### config.mk
export PLATFORM = sky130hd
export DESIGN_NAME = pwm_gen_flat
export DESIGN_NICKNAME = d
export VERILOG_FILES = /design/src/rtl/pwm_gen_if.sv /design/src/rtl/pwm_gen.sv /design/src/flat_wrapper.sv
export SDC_FILE = /design/constraint.sdc
export NUM_CORES = 1
export LEC_CHECK = 0
export CAP_MARGIN = 15
export CELL_PAD_IN_SITES_DETAIL_PLACEMENT = 0
export CELL_PAD_IN_SITES_GLOBAL_PLACEMENT = 1
export CORE_UTILIZATION = 45
export DETAILED_ROUTE_END_ITERATION = 8
export DONT_BUFFER_PORTS = 1
export PLACE_DENSITY = 0.79
export SLEW_MARGIN = 20
export SYNTH_ARGS = -nofsm -noshare
export SYNTH_HDL_FRONTEND = slang
export SYNTH_SLANG_ARGS = --single-unit
export TNS_END_PERCENT = 5
### constraint.sdc
create_clock -name clk_in -period 3.16 [get_ports clk_in]
set_input_delay 0.158 -clock clk_in [delete_from_list [all_inputs] [get_ports clk_in]]
set_output_delay 0.158 -clock clk_in [all_outputs]
set_load 0.05 [all_outputs]
### src/rtl/pwm_gen_if.sv
// Register access bus between the I2C front end and the PWM generator.
//
// Handshake: the master holds wr_en high for exactly one clk_in cycle with
// wr_addr/wr_data valid in that cycle; the slave always accepts and answers
// with wr_ack high for the following cycle, one pulse per write. Reads have
// no strobe: rd_data returns the register selected by rd_addr one cycle
// after rd_addr is presented.
interface pwm_gen_if #(
    parameter int WIDTH = 8
);
    logic             wr_en;
    logic [1:0]       wr_addr;
    logic [WIDTH-1:0] wr_data;
    logic             wr_ack;
    logic [1:0]       rd_addr;
    logic [WIDTH-1:0] rd_data;

    modport master (
        output wr_en, wr_addr, wr_data, rd_addr,
        input  wr_ack, rd_data
    );

    modport slave (
        input  wr_en, wr_addr, wr_data, rd_addr,
        output wr_ack, rd_data
    );
endinterface

### src/rtl/pwm_gen.sv
// Single-channel PWM generator stepped by rising edges of an asynchronous
// divided clock. Period and duty are double-buffered: writes land in shadow
// registers and move to the active set only at a period boundary, or on the
// next cycle while the channel is disabled.
module pwm_gen #(
    parameter int          WIDTH          = 8,
    parameter int          SYNC_STAGES    = 2,
    parameter int unsigned DEFAULT_PERIOD = 255,
    parameter int unsigned DEFAULT_DUTY   = 0
) (
    input  logic             clk_in,
    input  logic             rst_n,
    input  logic             tick_in,
    pwm_gen_if.slave         bus,
    output logic             pwm_out,
    output logic             cycle_start,
    output logic [WIDTH-1:0] cnt_out
);

    localparam logic [1:0] ADDR_PERIOD = 2'd0;
    localparam logic [1:0] ADDR_DUTY   = 2'd1;
    localparam logic [1:0] ADDR_CTRL   = 2'd2;
    localparam logic [1:0] ADDR_STATUS = 2'd3;

    logic [SYNC_STAGES-1:0] sync_q;
    logic                   tick_prev;
    logic                   step;

    logic [WIDTH-1:0] cnt;
    logic [WIDTH-1:0] shadow_period;
    logic [WIDTH-1:0] shadow_duty;
    logic [WIDTH-1:0] active_period;
    logic [WIDTH-1:0] active_duty;
    logic             enable;
    logic             invert;
    logic             pending;

    logic wrap;
    logic load;
    logic wr_shadow;

    // A step is the first cycle in which the synchronised tick level is high.
    assign step = sync_q[SYNC_STAGES-1] & ~tick_prev;

    // Wrap happens on a step once the counter has reached the active period.
    assign wrap = enable & step & (cnt >= active_period);

    // Shadow values move to active at a wrap, or straight away when disabled.
    assign load = pending & (enable ? wrap : 1'b1);

    assign wr_shadow = bus.wr_en & ((bus.wr_addr == ADDR_PERIOD) | (bus.wr_addr == ADDR_DUTY));

    assign cnt_out = cnt;

    // Synchroniser chain on the asynchronous tick level plus edge history.
    always_ff @(posedge clk_in or negedge rst_n) begin
        if (!rst_n) begin
            sync_q    <= '0;
            tick_prev <= 1'b0;
        end else begin
            sync_q    <= {sync_q[SYNC_STAGES-2:0], tick_in};
            tick_prev <= sync_q[SYNC_STAGES-1];
        end
    end

    // Every write, including the ignored STATUS write, is acked next cycle.
    always_ff @(posedge clk_in or negedge rst_n) begin
        if (!rst_n) begin
            bus.wr_ack <= 1'b0;
        end else begin
            bus.wr_ack <= bus.wr_en;
        end
    end

    // Shadow/control registers and the boundary load into the active set.
    always_ff @(posedge clk_in or negedge rst_n) begin
        if (!rst_n) begin
            shadow_period <= WIDTH'(DEFAULT_PERIOD);
            shadow_duty   <= WIDTH'(DEFAULT_DUTY);
            active_period <= WIDTH'(DEFAULT_PERIOD);
            active_duty   <= WIDTH'(DEFAULT_DUTY);
            enable        <= 1'b0;
            invert        <= 1'b0;
            pending       <= 1'b0;
        end else begin
            // The load sees the pre-write shadow, so a colliding write is kept
            // pending for the following boundary.
            if (load) begin
                active_period <= shadow_period;
                active_duty   <= shadow_duty;
            end
            if (wr_shadow) begin
                pending <= 1'b1;
            end else if (load) begin
                pending <= 1'b0;
            end
            if (bus.wr_en) begin
                case (bus.wr_addr)
                    ADDR_PERIOD: shadow_period <= bus.wr_data;
                    ADDR_DUTY:   shadow_duty   <= bus.wr_data;
                    ADDR_CTRL: begin
                        enable <= bus.wr_data[0];
                        invert <= bus.wr_data[1];
                    end
                    default: ;
                endcase
            end
        end
    end

    // Counter runs 0..active_period inclusive; held at 0 while disabled.
    always_ff @(posedge clk_in or negedge rst_n) begin
        if (!rst_n) begin
            cnt         <= '0;
            cycle_start <= 1'b0;
        end else begin
            cycle_start <= wrap;
            if (!enable) begin
                cnt <= '0;
            end else if (step) begin
                if (cnt >= active_period) begin
                    cnt <= '0;
                end else begin
                    cnt <= cnt + 1'b1;
                end
            end
        end
    end

    // Registered compare; a disabled channel rests at the inactive level.
    always_ff @(posedge clk_in or negedge rst_n) begin
        if (!rst_n) begin
            pwm_out <= 1'b0;
        end else begin
            pwm_out <= enable ? ((cnt < active_duty) ^ invert) : invert;
        end
    end

    // Registered readback; PERIOD and DUTY report the shadow values.
    always_ff @(posedge clk_in or negedge rst_n) begin
        if (!rst_n) begin
            bus.rd_data <= '0;
        end else begin
            case (bus.rd_addr)
                ADDR_PERIOD: bus.rd_data <= shadow_period;
                ADDR_DUTY:   bus.rd_data <= shadow_duty;
                ADDR_CTRL:   bus.rd_data <= {{(WIDTH-2){1'b0}}, invert, enable};
                ADDR_STATUS: bus.rd_data <= {{(WIDTH-1){1'b0}}, pending};
                default:     bus.rd_data <= '0;
            endcase
        end
    end

endmodule

### src/flat_wrapper.sv
// flat-port wrapper written by rule: the top's interface ports become plain ports
module pwm_gen_flat 
#(
    parameter int          WIDTH          = 8,
    parameter int          SYNC_STAGES    = 2,
    parameter int unsigned DEFAULT_PERIOD = 255,
    parameter int unsigned DEFAULT_DUTY   = 0
)
  (clk_in, rst_n, tick_in, pwm_out, cycle_start, cnt_out, bus_wr_en, bus_wr_addr, bus_wr_data, bus_rd_addr, bus_wr_ack, bus_rd_data);
  pwm_gen_if #(.WIDTH(WIDTH)) bus_i ();
  input  logic clk_in;
  input  logic rst_n;
  input  logic tick_in;
  output logic pwm_out;
  output logic cycle_start;
  output logic [WIDTH-1:0] cnt_out;
  input wire logic [$bits(bus_i.wr_en)-1:0] bus_wr_en;
  input wire logic [$bits(bus_i.wr_addr)-1:0] bus_wr_addr;
  input wire logic [$bits(bus_i.wr_data)-1:0] bus_wr_data;
  input wire logic [$bits(bus_i.rd_addr)-1:0] bus_rd_addr;
  output wire logic [$bits(bus_i.wr_ack)-1:0] bus_wr_ack;
  output wire logic [$bits(bus_i.rd_data)-1:0] bus_rd_data;
  assign bus_i.wr_en = bus_wr_en;
  assign bus_i.wr_addr = bus_wr_addr;
  assign bus_i.wr_data = bus_wr_data;
  assign bus_i.rd_addr = bus_rd_addr;
  assign bus_wr_ack = bus_i.wr_ack;
  assign bus_rd_data = bus_i.rd_data;
  pwm_gen #(.WIDTH(WIDTH), .SYNC_STAGES(SYNC_STAGES), .DEFAULT_PERIOD(DEFAULT_PERIOD), .DEFAULT_DUTY(DEFAULT_DUTY)) u_core (.clk_in(clk_in), .rst_n(rst_n), .tick_in(tick_in), .bus(bus_i), .pwm_out(pwm_out), .cycle_start(cycle_start), .cnt_out(cnt_out));
endmodule
==> flow_summary_export.csv <==
group,metric,value,unit
route,routed_wl,5290,um
timing,skew,0.0119,ns
setup_path,critical_path.max_stage_delay,0.53,ns
setup_path,arrival,2.88,ns
synth,synthMostInstantiatedCell,"dfrtp_1",
synth,synthSimpleGateAreaFrac,0.0851,
timing,maxSlewViolCount,0,
cts,postCtsSetupRepairBufs,0,
setup_path,critPathTopFamily,"compound AO/OA/AOI/OAI gates",
place,dp_cells,288,
timing,min_period,2.66,ns
synth,synth-seq-area-share,0.532,
run_status,outcome,"complete, no violations",
synth,ys_seq_elements,57,
die,die_h,79.7,um
synth,yosysWarnings,0,
synth,synthArstFlopShare,1.00,
power,power_density,762,mW/mm^2
die,core,0.00568,mm^2
synth,synthFlopType,"dfrtp_1",
timing,finalSetupTns,0,ns
synth,yosysTopAreaCellShare,0.377,
timing,hold_ws,0.00374,ns
cts,tritoncts,"done",
setup_path,path_buf_inv,2,
route,drtIter0Drc,82,
synth,yosys.area.top_type,"dfrtp_1",
final_layout,stdcell_count,319,
synth,synthAdderAreaFrac,0.0736,
cts,clock_sinks,57,
final_layout,area_delta_synth_final,19.5,%
synth,netlist_instances,210,
synth,synthXorXnorAreaFrac,0.00966,
route,vias,1689,
grt,antenna_found_initial,0,
final_layout,nNetsFinal,274,
timing,fmax,376,MHz
timing,setup_viol,0,
power,p_leak,1.56,nW
die,start_util,0.479,
timing,slew_headroom,0.429,
setup_path,cp.required,3.39,ns
grt,track_usage,0.190,
synth,mappedNetlistArea,0.00272,mm^2
synth,synth_cell_types,36,
synth,synth.area.top_cells,"dfrtp_1 38%, dfstp_2 15%, mux2_2 10%",
synth,synth_common_cells,"41 x dfrtp_1, 25 x mux2_2, 17 x inv_1",
timing,worst_slew_pin_slew,0.853,ns
cts,cts_buffers,9,
place,portBuffers,0,
route,avgViaCountPerCell,5.29,
power,ir_worst_vdd,0.308,mV
final_layout,antenna_cells,0,
synth,syn_avg_cell_area,12.9,um^2
grt,grt_pass1_wl,8670,um
setup_path,critPathKind,"reg2reg",
setup_path,worst_setup_path_start_kind,"register",
synth,synthMuxAreaShare,0.193,
cts,ctsLongestPathBuffers,2,
cts,clk_latency,0.35,ns
route,routedWlPerCell,16.6,um
grt,grt_max_degree,58,
setup_path,crit_fanout,16,
setup_path,path_cells,"inv_1 -> ha_1 -> a21o_1 -> a221o_1 -> or2_4 -> o211ai_4 -> buf_4 -> mux2_2",
route,drc,0,
synth,synth_top_family_by_area,"multiplexers",
grt,grt_pass1_vias,1738,
synth,synth-compound-area-share,0.0718,
grt,grt.overflow.total,0,
timing,rsz0062_at_grt,"false",
place,dp_hpwl,3550,um
timing,hold_viol_final,0,
setup_path,critPathCaptureType,"register",
cts,h-tree-depth,3,
final_layout,drive_gt1_frac,0.348,
worst_hold_path,hold_path_class,"in2reg",
die,die_w,79.7,um
synth,synth-edff-count,0,
cts,cts_root_buffer,"clkbuf_8",
die,die_area,0.00636,mm^2
final_layout,nFillCells,480,
die,rows,27,
timing,fin_crit_sh,0.841,
die,ios,35,
route,drtPass1Iterations,4,
setup_path,slowest_stage,"dfstp_2",
place,globalplace.congestion,0.838,
cts,clk_pin_slew,0.06,ns
job,cap_violations,0,
route,drtAntennaViolNets,0,
synth,synth_nets,242,
-- power by group --
| group | internal [mW] | switching [mW] |
|---|---|---|
| combinational | 0.313 | 0.238 |
| sequential | 0.959 | 0.189 |
| clock | 0.484 | 0.294 |
-- cells by family after synthesis --
family          Yosys count
flops                    57
simple gates             46
mux                      43
compound gates           24
buf+inv                  21
fa+ha+maj                16
xor+xnor                  3
-- layer usage --
metal  vias to the layer above  part of all wire  global-route usage
met5                         -                 0                   0
met4                         0             0.020              0.0857
met3                        10             0.049              0.0629
met2                        31              0.46               0.291
met1                       840              0.47               0.244
li1                        808                 -                   -
-- flip-flops by register name, summed over array words and instances, names as in the netlist --
name,cells
u_core.tick_prev,1
u_core.active_period,8
u_core.invert,1
u_core.shadow_duty,8
u_core.bus.rd_data,8
u_core.sync_q,2
u_core.pwm_out,1
u_core.cnt_out,8
u_core.shadow_period,8
u_core.cycle_start,1
u_core.active_duty,8
u_core.enable,1
u_core.pending,1
u_core.bus.wr_ack,1
-- layout make-up --
cell class | count | area (um^2) | share of cell area
Clock buffer | 11 | 151 | 0.0466
Clock inverter | 5 | 77.6 | 0.0239
Inverter | 17 | 63.8 | 0.0196
Multi-Input combinational cell | 132 | 1180 | 0.362
Sequential cell | 57 | 1450 | 0.445
Tap cell | 72 | 90.1 | 0.0277
Timing Repair Buffer | 25 | 243 | 0.0747
-- path summary, 6_finish.rpt --
kind                                          from                 endpoint  slack (ns)  depth (start not counted)
min                                 bus_rd_addr[0]    u_core.bus.rd_data[2]       0.004                          2
max reg2reg                u_core.active_period[6]    u_core.active_duty[7]        0.50                          8
min reg2reg                       u_core.sync_q[0]         u_core.sync_q[1]        0.35                          0
max                        u_core.active_period[6]    u_core.active_duty[7]        0.50                          8
max in group asynchronous                    rst_n  u_core.shadow_period[6]        2.50                          2
min in group asynchronous                    rst_n        u_core.cnt_out[4]        0.34                          2
-- repair_timing --
action | CTS | global route
hold buffers | 15 | 0
endpoints found under the hold margin | 85 | 0
resized for setup | 0 | 0
-- placed cells by master (no fill, tap or decap), types with 2 or more instances in the layout --
cell	netlist	routed
dfrtp_1	41	41
mux2_2	25	25
inv_1	17	17
ha_1	16	16
dfstp_2	16	16
nor2_1	15	15
dlygate4sd3_1	0	14
clkbuf_8	0	11
mux2_4	10	10
buf_4	0	10
nand2_1	8	8
mux2i_1	7	7
o21ai_0	5	5
a22o_1	5	5
a21oi_1	4	4
nand3_1	4	4
nand3b_1	3	3
a221o_1	3	3
nor2b_1	3	3
xor2_1	3	3
nor3_1	3	3
and3_1	2	2
nand2b_1	2	2
o41ai_1	2	2
clkinv_2	0	2
bufinv_16	0	2
-- worst register-to-register path: stages (launching register included) --
cell and delay [ns]:
dfstp_2 0.53, inv_1 0.04, ha_1 0.28, a21o_1 0.18
a221o_1 0.44, or2_4 0.28, o211ai_4 0.14, buf_4 0.30
mux2_2 0.38
-- per-stage QoR --
step / cell area [um^2] / total power, mW / util / worst slack [ns]
3_3_place_gp: 2850 / 1.66 / 0.503 / 0.528
5_1_grt: 3250 / 2.62 / 0.573 / 0.392
3_5_place_dp: 2850 / 1.68 / 0.503 / 0.516
2_1_floorplan: 2720 / 1.57 / - / 0.441
4_1_cts: 3250 / 2.50 / 0.573 / 0.503
6_report: 3250 / 2.48 / 0.573 / 0.504
No activity file was read; power rests on OpenSTA's default activity.
